**src/rtl/dmem_trace_buffer_pkg.sv**
```systemverilog
// Shared types and constants for the data-memory store trace buffer.
package dmem_trace_buffer_pkg;

   // Instruction word that marks the end of the program.
   localparam logic [31:0] HALT_INSTR_WORD = 32'h0800001F;

   // Default entry field widths.
   localparam int TRACE_ADDR_BITS  = 10;
   localparam int TRACE_STAMP_BITS = 16;

   typedef enum logic [1:0] {
      RUN  = 2'd0,
      HALT = 2'd1,
      DONE = 2'd2
   } trace_state_e;

   // One captured store at the default address width.
   typedef struct packed {
      logic [TRACE_ADDR_BITS-1:0]  addr;
      logic [31:0]                 data;
      logic [TRACE_STAMP_BITS-1:0] stamp;
   } trace_entry_t;

endpackage

```
**src/rtl/dmem_trace_buffer_sync_fifo.sv**
```systemverilog
// Generic first-word-fall-through FIFO with occupancy output.
// head always shows the oldest entry; while empty it keeps the last
// entry that was shown so downstream outputs do not glitch.
module dmem_trace_buffer_sync_fifo #(
   parameter int WIDTH = 8,
   parameter int DEPTH = 16
) (
   input  logic                     clock,
   input  logic                     reset,
   input  logic                     push,
   input  logic [WIDTH-1:0]         push_data,
   input  logic                     pop,
   output logic [WIDTH-1:0]         head,
   output logic                     full,
   output logic                     empty,
   output logic [$clog2(DEPTH):0]   level
);

   localparam int AW = $clog2(DEPTH);

   logic [WIDTH-1:0] mem [DEPTH];
   logic [AW:0]      wr_ptr;
   logic [AW:0]      rd_ptr;
   logic [WIDTH-1:0] last_head;
   logic             do_pop;
   logic             do_push;

   // Extra wrap bit: equal indices with differing wrap bits means full.
   assign level   = wr_ptr - rd_ptr;
   assign empty   = (wr_ptr == rd_ptr);
   assign full    = (wr_ptr[AW] != rd_ptr[AW]) && (wr_ptr[AW-1:0] == rd_ptr[AW-1:0]);
   assign do_pop  = pop && !empty;
   // A full FIFO still accepts a push when a pop frees the head slot.
   assign do_push = push && (!full || do_pop);
   assign head    = empty ? last_head : mem[rd_ptr[AW-1:0]];

   // Pointer update and capture of the most recently shown head.
   always_ff @(posedge clock) begin
      if (reset) begin
         wr_ptr    <= '0;
         rd_ptr    <= '0;
         last_head <= '0;
      end else begin
         if (do_push) wr_ptr <= wr_ptr + 1'b1;
         if (do_pop)  rd_ptr <= rd_ptr + 1'b1;
         if (!empty)  last_head <= mem[rd_ptr[AW-1:0]];
      end
   end

   // Storage array; contents are only read when the FIFO is non-empty.
   always_ff @(posedge clock) begin
      if (do_push) mem[wr_ptr[AW-1:0]] <= push_data;
   end

endmodule

```
**src/rtl/dmem_trace_buffer.sv**
```systemverilog
// Captures soc data-memory stores into a FIFO with a cycle stamp,
// stops capturing at the halt instruction, and reports run statistics.
module dmem_trace_buffer
   import dmem_trace_buffer_pkg::*;
#(
   parameter int          DEPTH      = 16,
   parameter int          ADDR_BITS  = TRACE_ADDR_BITS,
   parameter logic [31:0] HALT_INSTR = HALT_INSTR_WORD
) (
   input  logic                       clock,
   input  logic                       reset,
   input  logic                       dmem_we,
   input  logic [31:0]                alu_out,
   input  logic [31:0]                dmem_wd,
   input  logic [31:0]                instruction,
   output logic                       trace_valid,
   input  logic                       trace_ready,
   output logic [ADDR_BITS-1:0]       trace_addr,
   output logic [31:0]                trace_data,
   output logic [15:0]                trace_stamp,
   output logic [$clog2(DEPTH):0]     level,
   output logic                       overflow,
   output logic                       halted,
   output logic                       done,
   output logic [15:0]                instr_count
);

   typedef struct packed {
      logic [ADDR_BITS-1:0] addr;
      logic [31:0]          data;
      logic [15:0]          stamp;
   } entry_t;

   trace_state_e state;
   trace_state_e state_next;
   entry_t       wr_entry;
   entry_t       head;
   logic         halt_seen;
   logic         push;
   logic         pop;
   logic         full;
   logic         empty;
   logic         unused_addr_bits;

   // Only the low address bits are traced.
   assign unused_addr_bits = ^alu_out[31:ADDR_BITS];

   assign halt_seen   = (instruction == HALT_INSTR);
   // The halt-detect cycle is still RUN, so a store there is captured.
   assign push        = dmem_we && (state == RUN);
   assign pop         = trace_valid && trace_ready;
   assign wr_entry    = '{addr: alu_out[ADDR_BITS-1:0], data: dmem_wd, stamp: instr_count};
   assign trace_valid = !empty;
   assign trace_addr  = head.addr;
   assign trace_data  = head.data;
   assign trace_stamp = head.stamp;
   assign halted      = (state != RUN);
   assign done        = (state == DONE);

   dmem_trace_buffer_sync_fifo #(
      .WIDTH ($bits(entry_t)),
      .DEPTH (DEPTH)
   ) u_fifo (
      .clock     (clock),
      .reset     (reset),
      .push      (push),
      .push_data (wr_entry),
      .pop       (trace_ready),
      .head      (head),
      .full      (full),
      .empty     (empty),
      .level     (level)
   );

   // Run state register.
   always_ff @(posedge clock) begin
      if (reset) state <= RUN;
      else       state <= state_next;
   end

   // Run -> halt on the end instruction, halt -> done once drained.
   always_comb begin
      state_next = state;
      case (state)
         RUN:     if (halt_seen) state_next = HALT;
         HALT:    if (level == '0) state_next = DONE;
         DONE:    state_next = DONE;
         default: state_next = RUN;
      endcase
   end

   // Saturating instruction counter; frozen from the halt cycle on.
   always_ff @(posedge clock) begin
      if (reset)
         instr_count <= '0;
      else if ((state == RUN) && !halt_seen && (instr_count != 16'hFFFF))
         instr_count <= instr_count + 16'd1;
   end

   // Sticky flag for a store lost to a full FIFO with no pop to make room.
   always_ff @(posedge clock) begin
      if (reset)
         overflow <= 1'b0;
      else if (push && full && !pop)
         overflow <= 1'b1;
   end

endmodule

```
**config.mk**
```make
export PLATFORM = sky130hd
export DESIGN_NAME = dmem_trace_buffer
export DESIGN_NICKNAME = d
export VERILOG_FILES = /design/src/rtl/dmem_trace_buffer_pkg.sv /design/src/rtl/dmem_trace_buffer_sync_fifo.sv /design/src/rtl/dmem_trace_buffer.sv
export SDC_FILE = /design/constraint.sdc
export NUM_CORES = 1
export LEC_CHECK = 0
export BUFFER_PORTS_ARGS = -buffer_cell sky130_fd_sc_hd__buf_2
export CAP_MARGIN = 10
export CORE_AREA = 4 4 319 321
export CTS_CLUSTER_SIZE = 12
export DETAILED_ROUTE_END_ITERATION = 16
export DIE_AREA = 0 0 323 325
export GPL_TIMING_DRIVEN = 0
export PLACE_DENSITY_LB_ADDON = 0.3
export SKIP_CTS_REPAIR_TIMING = 1
export SLEW_MARGIN = 20
export SYNTH_ARGS = -nofsm -noshare
export SYNTH_HDL_FRONTEND = slang
export SYNTH_SLANG_ARGS = --single-unit
```
**constraint.sdc**
```tcl
create_clock -name clock -period 9 [get_ports clock]
set_input_delay 1.8 -clock clock [delete_from_list [all_inputs] [get_ports clock]]
set_output_delay 1.8 -clock clock [all_outputs]
set_load 0.03 [all_outputs]
```
### Word-level counts from Yosys, hierarchy flattened

Memories as Yosys holds them, arrays and structs flattened. A register that Yosys moved wholly into a read port is not among the register bits.
Index checks and enable logic that the tools add are counted.

* add/sub/neg operators: 4
* eq/ne operators: 9
* muxes and demuxes: 8
* reductions and logical operators: 17

Operators with widths (number)
* 58-bit 2-to-1 mux: 1
* 32-bit by 28-bit equality test with 1-bit output, second input constant: 1
* 16-bit by 1-bit adder with 16-bit output, second input constant: 1
* 16-bit != test, second input constant: 1
* 5-bit by 1-bit adder with 5-bit output, second input constant: 2
* 1-bit logical AND: 8
* 4-bit 2-to-1 mux: 2
* 2-bit case mux with 3 select lines: 1
* 5-bit equality test: 1
* 5-bit logical NOT: 1
* 5-bit subtractor: 1
* 4-bit equality test: 1
* 1-bit logical NOT: 4
* 2-bit 2-to-1 mux: 2
* 2-bit != test, second input constant: 2
* 2-bit by 1-bit equality test with 1-bit output, second input constant: 1
* 2-bit equality test, second input constant: 1
* 2-bit logical NOT: 1
* 1-bit 2-to-1 mux: 2
* 2-bit AND reduction: 1
* 2-bit nonzero test: 1
* 1-bit logical OR: 1
* 1-bit != test: 1

* bits in registers: 87
* RAM bits: 928
* output and inout bits: 83
* memories: 1

Memories
* u_fifo.mem: words 16, width 58, rd ports 1, clocked after Yosys merged registers in 1, write ports 1, line dmem_trace_buffer_sync_fifo.sv:21 `logic [WIDTH-1:0] mem [DEPTH];`

### Depth between registers and ports, before layout

* depth after elaboration: 7
* mapped depth: 9
* gate-level depth less buffers: 9

### Hierarchy

A second synthesis with hierarchy kept.

* cell total of the unflattened synthesis: 1842
* area, all modules: 39460.3 sq um

By module, submodules not included
* dmem_trace_buffer_sync_fifo: instances 1, cells an instance 1708, area an instance 38313.0 sq um, sequential area each 29308.1 sq um
* dmem_trace_buffer: instances 1, cells an instance 134, area an instance 1147.4 sq um, sequential area each 380.4 sq um

### Worst setup path after synthesis

OpenSTA, ideal clock, no wires.

* path kind: input -> register
* start: input port dmem_we
* end: memory u_fifo.mem[0][0] (netlist name), enable pin
* setup time: 545 ps
* arrival time: 6305 ps
* data required time: 8455 ps
* path slack: 2149 ps
* stages: 4
* path buffers: 0
* path through: and2_1 o31a_1 nand2_1 nor3_1

* cells in the longest elaborated chain, start to end: 4

RTL lines
* start, declared: line dmem_trace_buffer.sv:12 `input logic dmem_we,`
* 1-bit logical AND: line dmem_trace_buffer.sv:50 `assign push = dmem_we && (state == RUN);`
* 1-bit logical AND: line dmem_trace_buffer_sync_fifo.sv:34 `assign do_push = push && (!full || do_pop);`
* 1-bit 2-to-1 mux: line dmem_trace_buffer_sync_fifo.sv:52 `if (do_push) mem[wr_ptr[AW-1:0]] <= push_data;`
* 1-bit 2-to-1 mux (not written as such): line dmem_trace_buffer_sync_fifo.sv:52
* end, declared: line dmem_trace_buffer_sync_fifo.sv:21

No other way between the ends.

### Final worst setup path

* start: register u_fifo.wr_ptr[0]
* end: output port trace_addr[3]

* cells in the longest elaborated chain, start to end: 2

RTL lines
* start, declared: line dmem_trace_buffer_sync_fifo.sv:22 `logic [AW:0] wr_ptr;`
* start signal, assigned: line dmem_trace_buffer_sync_fifo.sv:44 `if (do_push) wr_ptr <= wr_ptr + 1'b1;`
* 5-bit equality test: line dmem_trace_buffer_sync_fifo.sv:30 `assign empty = (wr_ptr == rd_ptr);`
* 58-bit 2-to-1 mux
* end, declared: line dmem_trace_buffer.sv:18 `output logic [ADDR_BITS-1:0] trace_addr,`

No other way between the ends.

==> metrics.csv <==
metric,value,unit
synth_top_cell_by_area,edfxtp_1,
regToRegStartpoint,u_fifo.wr_ptr[0],
pwr-share-comb,18.1,%
synth.top_cell.area_share,71.1,%
cts_tree,built,
first_iter_violations,1694,
clkLatencyLatePin,0.65,ns
gp_congestion,0.752,
async_reset_ff_share,0,%
clock_path_buffers,3,
endpoint_kind,output pin,
dr.pass1.iters,5,
antenna_found_initial,3,
postPlaceCellArea,42900,µm²
grt_pass1_vias,20800,
area_growth,17.2,%
cap_violations,0,
die_h,325,µm
ys_ff_latch,1019,
period_share,65.9,%
tightest_slew,1.11,ns
status,finished clean,
fmax,168,MHz
setup_viol,0,
syn-num-nets,2066,
power,11.3,mW
core-area,99300,µm²
final.min_clock_period,5.93,ns
power.density,246,nW/µm²
critPathKind,flop to output pin,
switching_share,26.8,%
design_area,46000,µm²
htree_levels,3,
ys.flop_type,edfxtp_1,
vias_per_cell,5.40,
synthTopCellsByCount,"edfxtp_1 (928), mux4_2 (232), mux2i_1 (118), dfxtp_1 (91), nor2_1 (89)",
numCtsBuffers,102,
internal_power,8.30,mW
holdPathStages,2,
io_buffers,159,
crit_fanout,10,
slew_headroom,26.2,%
syn_area,39200,µm²
use_met3,2.93,%
endpoint,trace_addr[3],
drcViolationCount,0,
setup.worst_path.start,u_fifo.wr_ptr[0],
grt_busiest_layer,met2,
slew_viol_final,0,
synth.most_common_cell,edfxtp_1,
synth_area_leaders,"edfxtp_1 (71%), mux4_2 (13%), dfxtp_1 (4.6%)",
cts.clk_slew.worst_paths,0.06,ns
dieArea,105000,µm²
die_x,323,µm
synth.avg_cell_area,20.1,µm²
via_count,19800,
r2r_end,u_fifo.mem[0][34],
drive_above_1_share,28.4,%
detail-route-antenna-nets,0,
p_leak,14.6,nW
hold_class,flop to flop,
grt_max_degree,23,
reg2reg_slack,5.19,ns
grt_overflow,0,
seq_area_frac_synth,75.7,%
synth_edf_count,928,
rsz0062_at_grt,no,
seqPwrFrac,47.1,%
use_met1,24.5,%
cts.sinks,1019,
met2_usage,29.0,%
start_util,39.5,%
io-pin-count,183,
hpwl,61.4,mm
rr_worst_depth,11,
ys_types,50,
wl,92.5,mm
fin_nets,2401,
rows,116,
finalHoldViolCount,0,
fin_skew,0.0316,ns
yosysWarningCount,0,
cp_data_required_time,7.20,ns
p_clk_share,34.8,%
postSynthCellCount,1951,
cts_root_buf,clkbuf_16,
grt_usage,17.6,%
wl_per_cell,25.3,µm
grt_first_pass_wirelength,137,mm
irDropWorstVdd,0.141,mV
p_switching,3.03,mW
cp-start-kind,flop,
cp_data_arrival_time,4.13,ns
## layout by cell type, fill, tap and decap left out, types with 12 or more instances in the layout
cell       count
edfxtp_1     928
mux4_2       232
buf_2        191
mux2i_1      118
clkbuf_16    103
dfxtp_1       91
clkbuf_1      80
nor2_1        77
nand2_1       77
o21ai_0       61
nor3_1        61
and2_1        59
buf_4         51
a21oi_1       19
buf_16        18
buf_12        18
inv_1         14
ha_1          14
nor2_4        12
## how the worst min path moves through the flow
stage,slack [ns],start,end
after floorplan,0.45,state[1],state[1]
after global placement,0.46,state[1],state[1]
after detailed placement,0.47,overflow,overflow
after CTS,0.49,state[0],state[0]
after global routing,0.52,state[0],state[0]
final,0.48,overflow,overflow
## flip-flops by register name, summed over array words and instances (netlist names), named ones only
register,cells
u_fifo.wr_ptr,5
overflow,1
state,2
u_fifo.rd_ptr,5
u_fifo.mem,928
u_fifo.last_head,58
instr_count,16
## worst max-delay path, stage by stage (launching register included)
cell and delay, ns:
dfxtp_1 0.42, inv_1 0.13, ha_1 0.33, and4_1 0.25, a21oi_1 0.79, clkbuf_1 0.54, clkbuf_1 0.48, and2_1 0.27
nor2_1 0.07, buf_2 0.19
## per-stage QoR
step | cells | TNS (ns) | hold slack [ns] | util (%) | setup slack (ns)
floorplan | 1951 | 0 | 0.451 | - | 2.15
finish | 3660 | 0 | 0.475 | 46.3 | 3.07
global placement | 3408 | -672.85 | 0.463 | 41.9 | -2.99
global route | 3659 | 0 | 0.524 | 46.3 | 2.82
CTS | 3658 | 0 | 0.488 | 46.3 | 2.99
detailed placement | 3480 | 0 | 0.474 | 43.2 | 3.73
## power groups by stage
stage	clock network (mW)	logic [mW]	registers [mW]
global route	4.23	2.23	5.34
global placement	0	2.07	5.44
finish	3.94	2.06	5.33
CTS	4.02	2.11	5.33
detailed placement	0	2.10	5.43
floorplan	0	1.40	5.43
## layout make-up
| cell class | count | area [µm²] |
|---|---|---|
| inverter | 14 | 52.6 |
| tap | 1298 | 1620 |
| timing repair buffer | 231 | 1950 |
| sequential | 1019 | 29700 |
| antenna | 2 | 5.00 |
| fill | 8348 | 53300 |
| buffer | 100 | 523 |
| multi-input combinational | 818 | 9070 |
| clock inverter | 22 | 210 |
| clock buffer | 156 | 2840 |
## cell families after synthesis
kind of cell | count (synthesis) | share of synthesized area [%]
buffers and inverters | 114 | 1.46
XOR/XNOR | 9 | 0.220
adder cells (fa/ha/maj) | 15 | 0.498
flip-flops | 1019 | 75.7
multiplexers | 352 | 16.4
AO/OA/AOI/OAI | 102 | 1.48
AND/OR/NAND/NOR | 340 | 4.25
## layer usage
layer / wire [µm] / part of all wire [%]
met1: 39700 / 43
met2: 45300 / 49
met3: 5660 / 6.1
met4: 1820 / 2.0
met5: 0 / 0
Power figures use the tool's default switching activity.
